===== config.mk =====
export PLATFORM = sky130hd
export DESIGN_NAME = inst_fetch_unit
export DESIGN_NICKNAME = d
export VERILOG_FILES = /design/src/rtl/core_pkg.sv /design/src/rtl/fetch_fifo.sv /design/src/rtl/inst_fetch_unit.sv
export SDC_FILE = /design/constraint.sdc
export NUM_CORES = 1
export LEC_CHECK = 0
export ABC_AREA = 1
export BUFFER_PORTS_ARGS = -buffer_cell sky130_fd_sc_hd__buf_4
export CAP_MARGIN = 20
export CORE_UTILIZATION = 40
export DETAILED_ROUTE_END_ITERATION = 7
export GPL_ROUTABILITY_DRIVEN = 0
export GPL_TIMING_DRIVEN = 0
export PLACE_DENSITY = 0.71
export SLEW_MARGIN = 20
export SYNTH_ARGS = -nofsm -noshare
export SYNTH_HDL_FRONTEND = slang
export SYNTH_HIERARCHICAL = 1
export SYNTH_SLANG_ARGS = --single-unit
export TNS_END_PERCENT = 1

===== constraint.sdc =====
create_clock -name clk -period 11.4 [get_ports clk]
set_input_delay 1.71 -clock clk [delete_from_list [all_inputs] [get_ports clk]]
set_output_delay 1.71 -clock clk [all_outputs]
set_load 0.005 [all_outputs]

===== src/rtl/core_pkg.sv =====
// Shared fetch-stage types: data width, reset vector, FSM states and the FIFO entry.
// Latency: none (declarations only).
// Backpressure: none (declarations only).
package core_pkg;

    localparam int XLEN = 32;
    localparam logic [XLEN-1:0] RESET_PC_DEFAULT = 32'h0000_0000;

    typedef enum logic [1:0] {
        S_BOOT,
        S_RUN,
        S_FLUSH
    } fetch_state_e;

    typedef struct packed {
        logic [XLEN-1:0] inst;
        logic [XLEN-1:0] pc;
    } fetch_entry_t;

endpackage


===== src/rtl/fetch_fifo.sv =====
// Fall-through FIFO of fetched {inst, pc} entries with synchronous flush.
// Latency: a push becomes visible at head the cycle after; head is read with zero latency.
// Backpressure: push while full is accepted only together with a pop.
module fetch_fifo
    import core_pkg::*;
#(
    parameter int DEPTH = 2,
    localparam int AW = $clog2(DEPTH),
    localparam int CW = $clog2(DEPTH + 1)
) (
    input  logic          clk,
    input  logic          rst_n,
    input  logic          push,
    input  fetch_entry_t  push_entry,
    input  logic          pop,
    input  logic          flush,
    output fetch_entry_t  head,
    output logic          full,
    output logic          empty,
    output logic [CW-1:0] count
);

    fetch_entry_t  mem [DEPTH];
    logic [AW-1:0] wr_ptr;
    logic [AW-1:0] rd_ptr;
    logic          do_push;
    logic          do_pop;

    assign empty   = (count == '0);
    assign full    = (count == CW'(DEPTH));
    assign do_pop  = pop && !empty;
    assign do_push = push && (!full || do_pop);
    assign head    = mem[rd_ptr];

    always_ff @(posedge clk or negedge rst_n) begin
        if (!rst_n) begin
            wr_ptr <= '0;
            rd_ptr <= '0;
            count  <= '0;
        end else if (flush) begin
            wr_ptr <= '0;
            rd_ptr <= '0;
            count  <= '0;
        end else begin
            if (do_push) wr_ptr <= wr_ptr + 1'b1;
            if (do_pop)  rd_ptr <= rd_ptr + 1'b1;
            count <= count + CW'(do_push) - CW'(do_pop);
        end
    end

    // Payload storage needs no reset: it is only observed through a non-empty head.
    always_ff @(posedge clk) begin
        if (do_push && !flush) mem[wr_ptr] <= push_entry;
    end

endmodule


===== src/rtl/inst_fetch_unit.sv =====
// Fetch stage: owns the PC, issues word reads to imem and buffers responses for decode.
// Latency: response cycle writes the FIFO, if_valid rises the next cycle.
// Backpressure: requests stop once outstanding + buffered reaches DEPTH; redirect flushes all.
module inst_fetch_unit
    import core_pkg::*;
#(
    parameter logic [XLEN-1:0] RESET_PC = RESET_PC_DEFAULT,
    parameter int              DEPTH    = 2
) (
    input  logic            clk,
    input  logic            rst_n,
    output logic            imem_req_valid,
    input  logic            imem_req_ready,
    output logic [XLEN-1:0] imem_req_addr,
    input  logic            imem_rsp_valid,
    input  logic [XLEN-1:0] imem_rsp_data,
    input  logic            redirect_valid,
    input  logic [XLEN-1:0] redirect_pc,
    output logic            if_valid,
    input  logic            if_ready,
    output logic [XLEN-1:0] if_inst,
    output logic [XLEN-1:0] if_pc
);

    localparam int CW = $clog2(DEPTH + 1);

    fetch_state_e    state, state_next;
    logic [XLEN-1:0] pc;
    logic [XLEN-1:0] rsp_pc;
    logic [XLEN-1:0] target_pc;
    logic [CW-1:0]   outstanding;
    logic [CW-1:0]   stale, stale_d;
    logic [CW-1:0]   fifo_count;
    logic [CW:0]     credit_used;
    logic            fifo_full, fifo_empty;
    logic            req_fire, rsp_in_flight, rsp_live, push, pop;
    fetch_entry_t    head;

    assign target_pc      = {redirect_pc[XLEN-1:2], 2'b00};
    assign credit_used    = {1'b0, outstanding} + {1'b0, fifo_count};
    assign imem_req_valid = (state == S_RUN) && (credit_used < (CW + 1)'(DEPTH));
    assign imem_req_addr  = pc;
    assign req_fire       = imem_req_valid && imem_req_ready;

    // Responses with nothing in flight (e.g. memory not reset with us) are ignored.
    assign rsp_in_flight = imem_rsp_valid && (stale != '0 || outstanding != '0);
    assign rsp_live      = imem_rsp_valid && (stale == '0) && (outstanding != '0);
    assign push          = rsp_live && !redirect_valid;

    assign if_valid = !fifo_empty && !redirect_valid;
    assign pop      = if_valid && if_ready;
    assign if_inst  = fifo_empty ? '0 : head.inst;
    assign if_pc    = fifo_empty ? '0 : head.pc;

    fetch_fifo #(.DEPTH(DEPTH)) u_fifo (
        .clk        (clk),
        .rst_n      (rst_n),
        .push       (push),
        .push_entry ('{inst: imem_rsp_data, pc: rsp_pc}),
        .pop        (pop),
        .flush      (redirect_valid),
        .head       (head),
        .full       (fifo_full),
        .empty      (fifo_empty),
        .count      (fifo_count)
    );

    always_comb begin
        stale_d = stale;
        if (redirect_valid)
            stale_d = stale + outstanding + CW'(req_fire) - CW'(rsp_in_flight);
        else if (imem_rsp_valid && stale != '0)
            stale_d = stale - 1'b1;
    end

    always_comb begin
        state_next = state;
        case (state)
            S_BOOT:  state_next = S_RUN;
            S_RUN,
            S_FLUSH: state_next = (stale_d != '0) ? S_FLUSH : S_RUN;
            default: state_next = S_BOOT;
        endcase
    end

    always_ff @(posedge clk or negedge rst_n) begin
        if (!rst_n) begin
            state       <= S_BOOT;
            pc          <= RESET_PC;
            rsp_pc      <= RESET_PC;
            outstanding <= '0;
            stale       <= '0;
        end else begin
            state <= state_next;
            stale <= stale_d;
            if (redirect_valid) begin
                pc          <= target_pc;
                rsp_pc      <= target_pc;
                outstanding <= '0;
            end else begin
                if (req_fire) pc <= pc + 32'd4;
                if (push)     rsp_pc <= rsp_pc + 32'd4;
                outstanding <= outstanding + CW'(req_fire) - CW'(rsp_live);
            end
        end
    end

    a_rsp_expected: assert property (@(posedge clk) disable iff (!rst_n)
        (imem_rsp_valid && stale == '0) |-> (outstanding != '0));
    a_no_overflow: assert property (@(posedge clk) disable iff (!rst_n)
        push |-> (!fifo_full || pop));

endmodule

* Word level (Yosys, flattened, before mapping) *
Memory sizes are Yosys's and may differ from the RTL's.
Cells that the tools add are included.

storage, ports and cells
  flip-flop bits (word level) = 74
  latch bits = 0
  memory bits (writable) = 128
  bits in read-only memories = 0
  input port bits = 70
  output and inout bits = 98
  word-level logic and storage cells = 72
  memories = 1

memory list
  memory      depth  width  read ports  clocked after memory_dff  wr ports  line              RTL
  u_fifo.mem  2      64     1           0                         1         fetch_fifo.sv:23  fetch_entry_t mem [DEPTH];

operators by class
  add/subtract/negate cells = 13
  $mul = 0
  divide/modulo/power cells = 0
  magnitude comparators = 1
  eq/ne operators = 3
  shifts and indexed selects = 0
  muxes and demuxes = 18
  bitwise logic cells = 0
  reduce and logical (&&, ||, !) cells = 28

operators by type and width
  kind                                                                    count
  32-bit 2-to-1 mux                                                       6
  32-bit by 3-bit adder with 32-bit output (second input constant)        2
  2-bit nonzero test                                                      7
  1-bit logical AND                                                       12
  2-bit 2-to-1 mux                                                        5
  2-bit by 1-bit adder with 2-bit output                                  3
  2-bit logical NOT                                                       3
  1-bit 2-to-1 mux                                                        6
  2-bit by 1-bit subtractor with 2-bit output                             3
  2-bit equality test (second input constant)                             2
  2-bit one-hot mux with 2 select lines                                   1
  2-bit by 2-bit adder with 3-bit output                                  1
  1-bit logical NOT                                                       3
  3-bit by 2-bit < comparator with 1-bit output (second input constant)   1
  1-bit adder (second input constant)                                     2
  2-bit adder                                                             1
  2-bit by 1-bit equality test with 1-bit output (second input constant)  1
  1-bit logical OR                                                        2
  2-bit OR reduction                                                      1
  2-bit by 1-bit subtractor with 2-bit output (second input constant)     1

* Longest topological paths before layout *
Gate-level depths: netlist of the first run.

  depth in word-level cells = 10
  gate-level depth with buffers = 18
  mapped depth without buffers = 18

* Cells and area by module *
Netlist of the first run, hierarchy kept.

by module, submodules not included
  module           instances  cells each  area an instance (µm²)  sequential area each (µm²)
  inst_fetch_unit  1          782         5103.6                  1651.6
  fetch_fifo       1          373         4927.2                  3943.8

* Worst setup path before layout of the first run *
No wires, ideal clock.

  path kind = input to register
  start = in redirect_valid
  end = mem u_fifo/mem[1][0] (netlist name) (enable)
  arrival time = 7.013 ns
  data required time = 10.835 ns
  setup slack = 3.822 ns
  cell stages on the path = 5
  cells stage by stage = clkbuf_1 -> buf_1 -> nor3b_1 -> o21ai_2 -> nor3_1

between the ends
  word-level cells in the longest chain between the ends = 9
  elaborated cells on any way between the ends = 10
  classes of those cells = mux (2); reduce/logical (8)

RTL lines
  item                                    line                   RTL
  start, declared                         inst_fetch_unit.sv:17  input logic redirect_valid,
  1-bit logical NOT                       inst_fetch_unit.sv:50  assign if_valid = !fifo_empty && !redirect_valid;
  1-bit logical AND                       inst_fetch_unit.sv:50
  1-bit logical AND                       inst_fetch_unit.sv:51  assign pop = if_valid && if_ready;
  via pop                                 inst_fetch_unit.sv:36  logic req_fire, rsp_in_flight, rsp_live, push, pop;
  1-bit logical AND                       fetch_fifo.sv:31       assign do_pop = pop && !empty;
  1-bit logical OR                        fetch_fifo.sv:32       assign do_push = push && (!full || do_pop);
  1-bit logical AND                       fetch_fifo.sv:32
  1-bit logical AND                       fetch_fifo.sv:53       if (do_push && !flush) mem[wr_ptr] <= push_entry;
  1-bit 2-to-1 mux                        fetch_fifo.sv:53
  1-bit 2-to-1 mux (implied by the code)  fetch_fifo.sv:53
  end, declared                           fetch_fifo.sv:23

The timed path passes the listed nets, and every way through them passes these cells.

* Final worst setup path of the first run *
  start = in redirect_valid
  end = out if_valid

between the ends
  word-level cells in the longest chain between the ends = 2

RTL lines
  item               line                   RTL
  1-bit logical NOT  inst_fetch_unit.sv:50
  1-bit logical AND  inst_fetch_unit.sv:50
  end, declared      inst_fetch_unit.sv:19  output logic if_valid,

No other way between the ends.

==> results of run 1 <==
power groups by stage:
stage	Sequential [mW]	Combinational, mW	Clock (mW)
detailed placement	0.920	0.371	0
global placement	0.920	0.356	0
CTS	0.907	0.372	0.621
finish	0.909	0.371	0.610
floorplan	0.902	0.228	0
global route	0.919	0.424	0.650
per-stage QoR:
stage / hold slack (ns) / worst slack, ns / instance area, µm² / utilization / cells
3_5_place_dp: 0.5228 / 6.442 / 11800 / 0.4822 / 1655
6_report: 0.5484 / 6.479 / 12390 / 0.5067 / 1687
3_3_place_gp: 0.5111 / 0.7602 / 11670 / 0.4773 / 1646
4_1_cts: 0.5478 / 6.439 / 12390 / 0.5067 / 1687
2_1_floorplan: 0.4636 / 3.822 / 10050 / - / 1159
5_1_grt: 0.5643 / 6.364 / 12390 / 0.5067 / 1687
final timing paths:
path	to
worst min-delay path	u_fifo/mem[0][7]
min in group asynchronous	imem_req_addr[31]
max in group asynchronous	u_fifo/wr_ptr
worst max register to register	u_fifo/mem[1][34]
worst min register to register	u_fifo/mem[0][7]
worst max-delay path	if_valid
state kept, by name, summed over array words and instances, names as in the netlist, 2 cells and up:
name / cells
state: 2
imem_req_addr: 30
stale: 2
u_fifo/count: 2
u_fifo/mem: 128
rsp_pc: 30
outstanding: 2
layer usage:
metal  vias up  GRT usage  wire length (µm)
li1       4073          -                 -
met1      3683     0.2674             11000
met2       303     0.3182             11210
met3        33    0.02789              1477
met4         0    0.06710               535
met5         -          0                 0
area by class of cell:
type / count / area [µm²]
multi-input combinational: 777 / 3689
clock buffer: 18 / 429.2
timing repair buffer: 172 / 1331
buffer: 36 / 219.0
fill: 2247 / 12070
clock inverter: 14 / 170.2
inverter: 148 / 555.5
tap: 324 / 405.4
sequential: 198 / 5595
==> results.toml, run 1 <==
[layout]
drive_gt1_frac = 0.1900
antenna_cells = 0
area.growth.synth_to_final_pct = 23.61
layout_commonest_cell = "nand2_1"
finalNetCount = 1432
layout_common_cells = "nand2_1 (419), buf_4 (172), inv_1 (145)"

[clock_network]
htreeDepth = 4
cts_tree = "yes"
path_clk_slew_ns = 0.06
clkLatencyLatePin_ns = 0.43
cts_max_path_buffers = 2
holdBufCountCts = 0
post_cts_buffers = 0
numClockSinks = 198
root_buffer = "clkbuf_16"
cts-resized-gates = 0
numCtsBuffers = 17

[pwr]
pwr-share-comb = 0.196
switchingPower_mw = 0.5541
p_sw_frac = 0.2931
p_per_area_mw_per_mm2 = 152.5
leakage_nw = 5.766
power_mw = 1.890
pwr-share-seq = 0.481
internal_power_mw = 1.336
peakVddDrop_uv = 98.51
clkPwrFrac = 0.323

[setup_path]
critPathLaunch = "redirect_valid"
arrival_ns = 3.21
cpMaxStageDelayCell = "buf_1"
crit_path_start_kind = "primary input"
critPathTopFamily = "buffers and inverters"
reg2reg_depth = 10
rr_startpoint = "u_fifo/count[1]"
worstPathCellList = "buf_4 > clkbuf_1 > buf_1 > nor2_1 > buf_4"
crit_fanout = 10
rrSetupSlack_ns = 8.08
cp_num_buf_inv = 4
worstSetupPathType = "in2out"
crit_top_cell = "buf_4"
max_stage_delay_ns = 0.60
critical_path_depth = 5
worstSetupEndpointType = "output pin"
crit_required_ns = 9.69

[placement]
portBuffers = 163
dpl.hpwl_um = 18170

[timing]
final_max_slew_viol_count = 0
layout_min_cycle_time_ns = 4.921
rsz0062_at_grt = "false"
slew_headroom = 0.3855
finClkSkew_ns = 0.01072
hold_viol = 0
setup_viol = 0
post-route-period-util = 0.4316
fmax_mhz = 203.2
tightestPinTransition_ns = 0.9217
setup-tns-final_ns = 0

[synthesis]
syn_area_mm2 = 0.01003
syn_avg_cell_area_um2 = 8.689
yosys_warnings = 6
synthCells = 1154

[outcome]
status = "finished, final reports clean"

[drt]
wl_um = 24220
dr.first_iter.drc_count = 574
num_vias = 8092
drtPass1Iterations = 5
routedWlPerCell_um = 14.36
drc = 0
drt.antenna.violating_nets = 0
viasPerCell = 4.797

[floorplan]
core-area_mm2 = 0.02446
start_util = 0.4099
dieWidth_um = 160.3
rows = 57
ios = 168
die_height_um = 160.3
die_area_mm2 = 0.02571

[global_routing]
grt_pass1_wl_um = 39080
grt_pass1_vias = 7579
antenna_found_initial = 0
grt_start_max_net_pins = 71
grt_overflow = 0
grtUsageTotal = 0.1954

[worst_hold_path]
whs_path_depth = 0
hp-start = "rsp_pc[7]"
hold_class = "reg2reg"

[job]
maxCapViolations = 0
(Power assumes the default switching activity.)
==> inputs of run 2 (changes only) <==
Clock period 11.4 ns to 5.01 ns, I/O delays scaled along.
==> run 2 against run 1 <==
Net effect:
- combinational power increased by 130%
- wire length rose by 0.43%
- design area rose by 0.33%
- final cell count hardly changed
- critical path depth increased by 2
- critical path type is now reg2out
- via count barely moved
- die area did not move
- clock-buffer cell count is 1 lower
- setup slack worse by 4.7 ns
- highest routed layer unchanged
==> results.toml, run 2 (synthesis gave the netlist of run 1 again) <==
[layout]
final_cell_area_mm2 = 0.01244
fillers = 2258
drive_gt1_frac = 0.1902
antenna_cells = 0
finalNetCount = 1431
top_register = "u_fifo/mem"
layout_common_cells = "nand2_1 (419), buf_4 (167), inv_1 (145)"
area.growth.synth_to_final_pct = 24.02
layout_commonest_cell = "nand2_1"
largest_reg_flops = 128

[timing]
finClkSkew_ns = 0.008038
final_max_slew_viol_count = 0
setup-tns-final_ns = 0
tightestPinTransition_ns = 0.9429
hold_viol = 0
setup_slack_ns = 1.782
layout_min_cycle_time_ns = 3.228
fmax_mhz = 309.8
slew_headroom = 0.3714
setup_viol = 0
post-route-period-util = 0.6443
rsz0062_at_grt = "false"
holdWs_ns = 0.4395

[setup_path]
cp_num_buf_inv = 5
rr_startpoint = "u_fifo/count[1]"
crit_required_ns = 4.26
max_stage_delay_ns = 0.51
rrSetupSlack_ns = 1.96
critPathTopFamily = "buffers and inverters"
critical_path_depth = 7
r2r-end = "u_fifo/mem[1][28]"
arrival_ns = 2.48
crit_fanout = 10
worstSetupEndpointType = "output pin"
crit_path_start_kind = "register"
worstPathCellList = "inv_1 > nand2_1 > inv_1 > clkbuf_1 > clkbuf_1 > nor2_1 > buf_4"
critPathLaunch = "u_fifo/count[1]"
reg2reg_depth = 9
worstSetupPathType = "reg2out"
cp-endpoint = "if_inst[27]"
cpMaxStageDelayCell = "clkbuf_1"

[placement]
dpl.hpwl_um = 18310
dpl_worst_slack_ns = 1.361
portBuffers = 163
placed_area_mm2 = 0.01184

[floorplan]
die_height_um = 160.3
rows = 57
core-area_mm2 = 0.02446
die_area_mm2 = 0.02571
ios = 168
dieWidth_um = 160.3
start_util = 0.4099

[drt]
drtPass1Iterations = 5
routedWlPerCell_um = 14.43
drc = 0
wl_um = 24330
num_vias = 8086
viasPerCell = 4.796
drt.antenna.violating_nets = 0
dr.first_iter.drc_count = 641

[clock_network]
holdBufCountCts = 0
numCtsBuffers = 17
numClockSinks = 198
cts-resized-gates = 0
htreeDepth = 4
clkLatencyLatePin_ns = 0.43
cts_max_path_buffers = 2
path_clk_slew_ns = 0.07
root_buffer = "clkbuf_16"
cts_tree = "yes"
post_cts_buffers = 0

[outcome]
status = "finished, final reports clean"

[global_routing]
grt_overflow = 0
grtUsageTotal = 0.1933
grt_start_max_net_pins = 71
grt_pass1_wl_um = 38550
antenna_found_initial = 0
grt_pass1_vias = 7376

[worst_hold_path]
hold_class = "in2async"

[pwr]
leakage_nw = 5.782
power_mw = 4.266
peakVddDrop_uv = 206.0
p_per_area_mw_per_mm2 = 343.0

[job]
maxCapViolations = 0
run 2: cell types whose count changed in the layout (fill, tap and decap cells not counted), moves of 2 or more:
cell | before | now
clkinv_8 | 0 | 2
inv_6 | 4 | 2
inv_8 | 0 | 4
buf_8 | 0 | 3
bufinv_16 | 3 | 1
buf_16 | 1 | 3
buf_4 | 172 | 167
run 2: worst min path at each step:
stage	from	slack (ns)	end	cells past startpoint
after floorplan	rst_n	0.46	imem_req_addr[10]	0
after global placement	rsp_pc[12]	0.51	u_fifo/mem[0][12]	0
after detailed placement	rsp_pc[12]	0.52	u_fifo/mem[1][12]	0
after CTS	rst_n	0.48	imem_req_addr[31]	1
after global routing	imem_rsp_data[22]	0.47	u_fifo/mem[1][54]	1
final	rst_n	0.44	imem_req_addr[31]	1
run 2: final cells by class:
cell class | instances | area (µm²) | share of cell area
multi-input combinational | 777 | 3695 | 0.2971
sequential | 198 | 5595 | 0.4499
inverter | 148 | 555.5 | 0.04467
buffer | 36 | 219.0 | 0.01761
clock inverter | 15 | 166.4 | 0.01338
tap | 324 | 405.4 | 0.03260
clock buffer | 17 | 425.4 | 0.03421
timing repair buffer | 171 | 1374 | 0.1105
run 2: per-layer routing:
layer	GRT usage	vias up	share of wire
li1	-	4060	-
met4	0.05368	0	0.019
met2	0.3093	314	0.47
met1	0.2672	3687	0.45
met3	0.03848	25	0.069
met5	0	-	0
run 2: per-stage QoR:
stage            util  std cells
2_1_floorplan       -       1159
3_3_place_gp   0.4775       1646
3_5_place_dp   0.4842       1654
4_1_cts        0.5084       1686
5_1_grt        0.5084       1686
6_report       0.5084       1686
run 2: where the power goes:
part | internal (mW) | leakage, nW | switching, mW
combinational | 0.362 | 3.48 | 0.489
clock | 0.709 | 0.285 | 0.639
sequential | 1.89 | 2.01 | 0.176
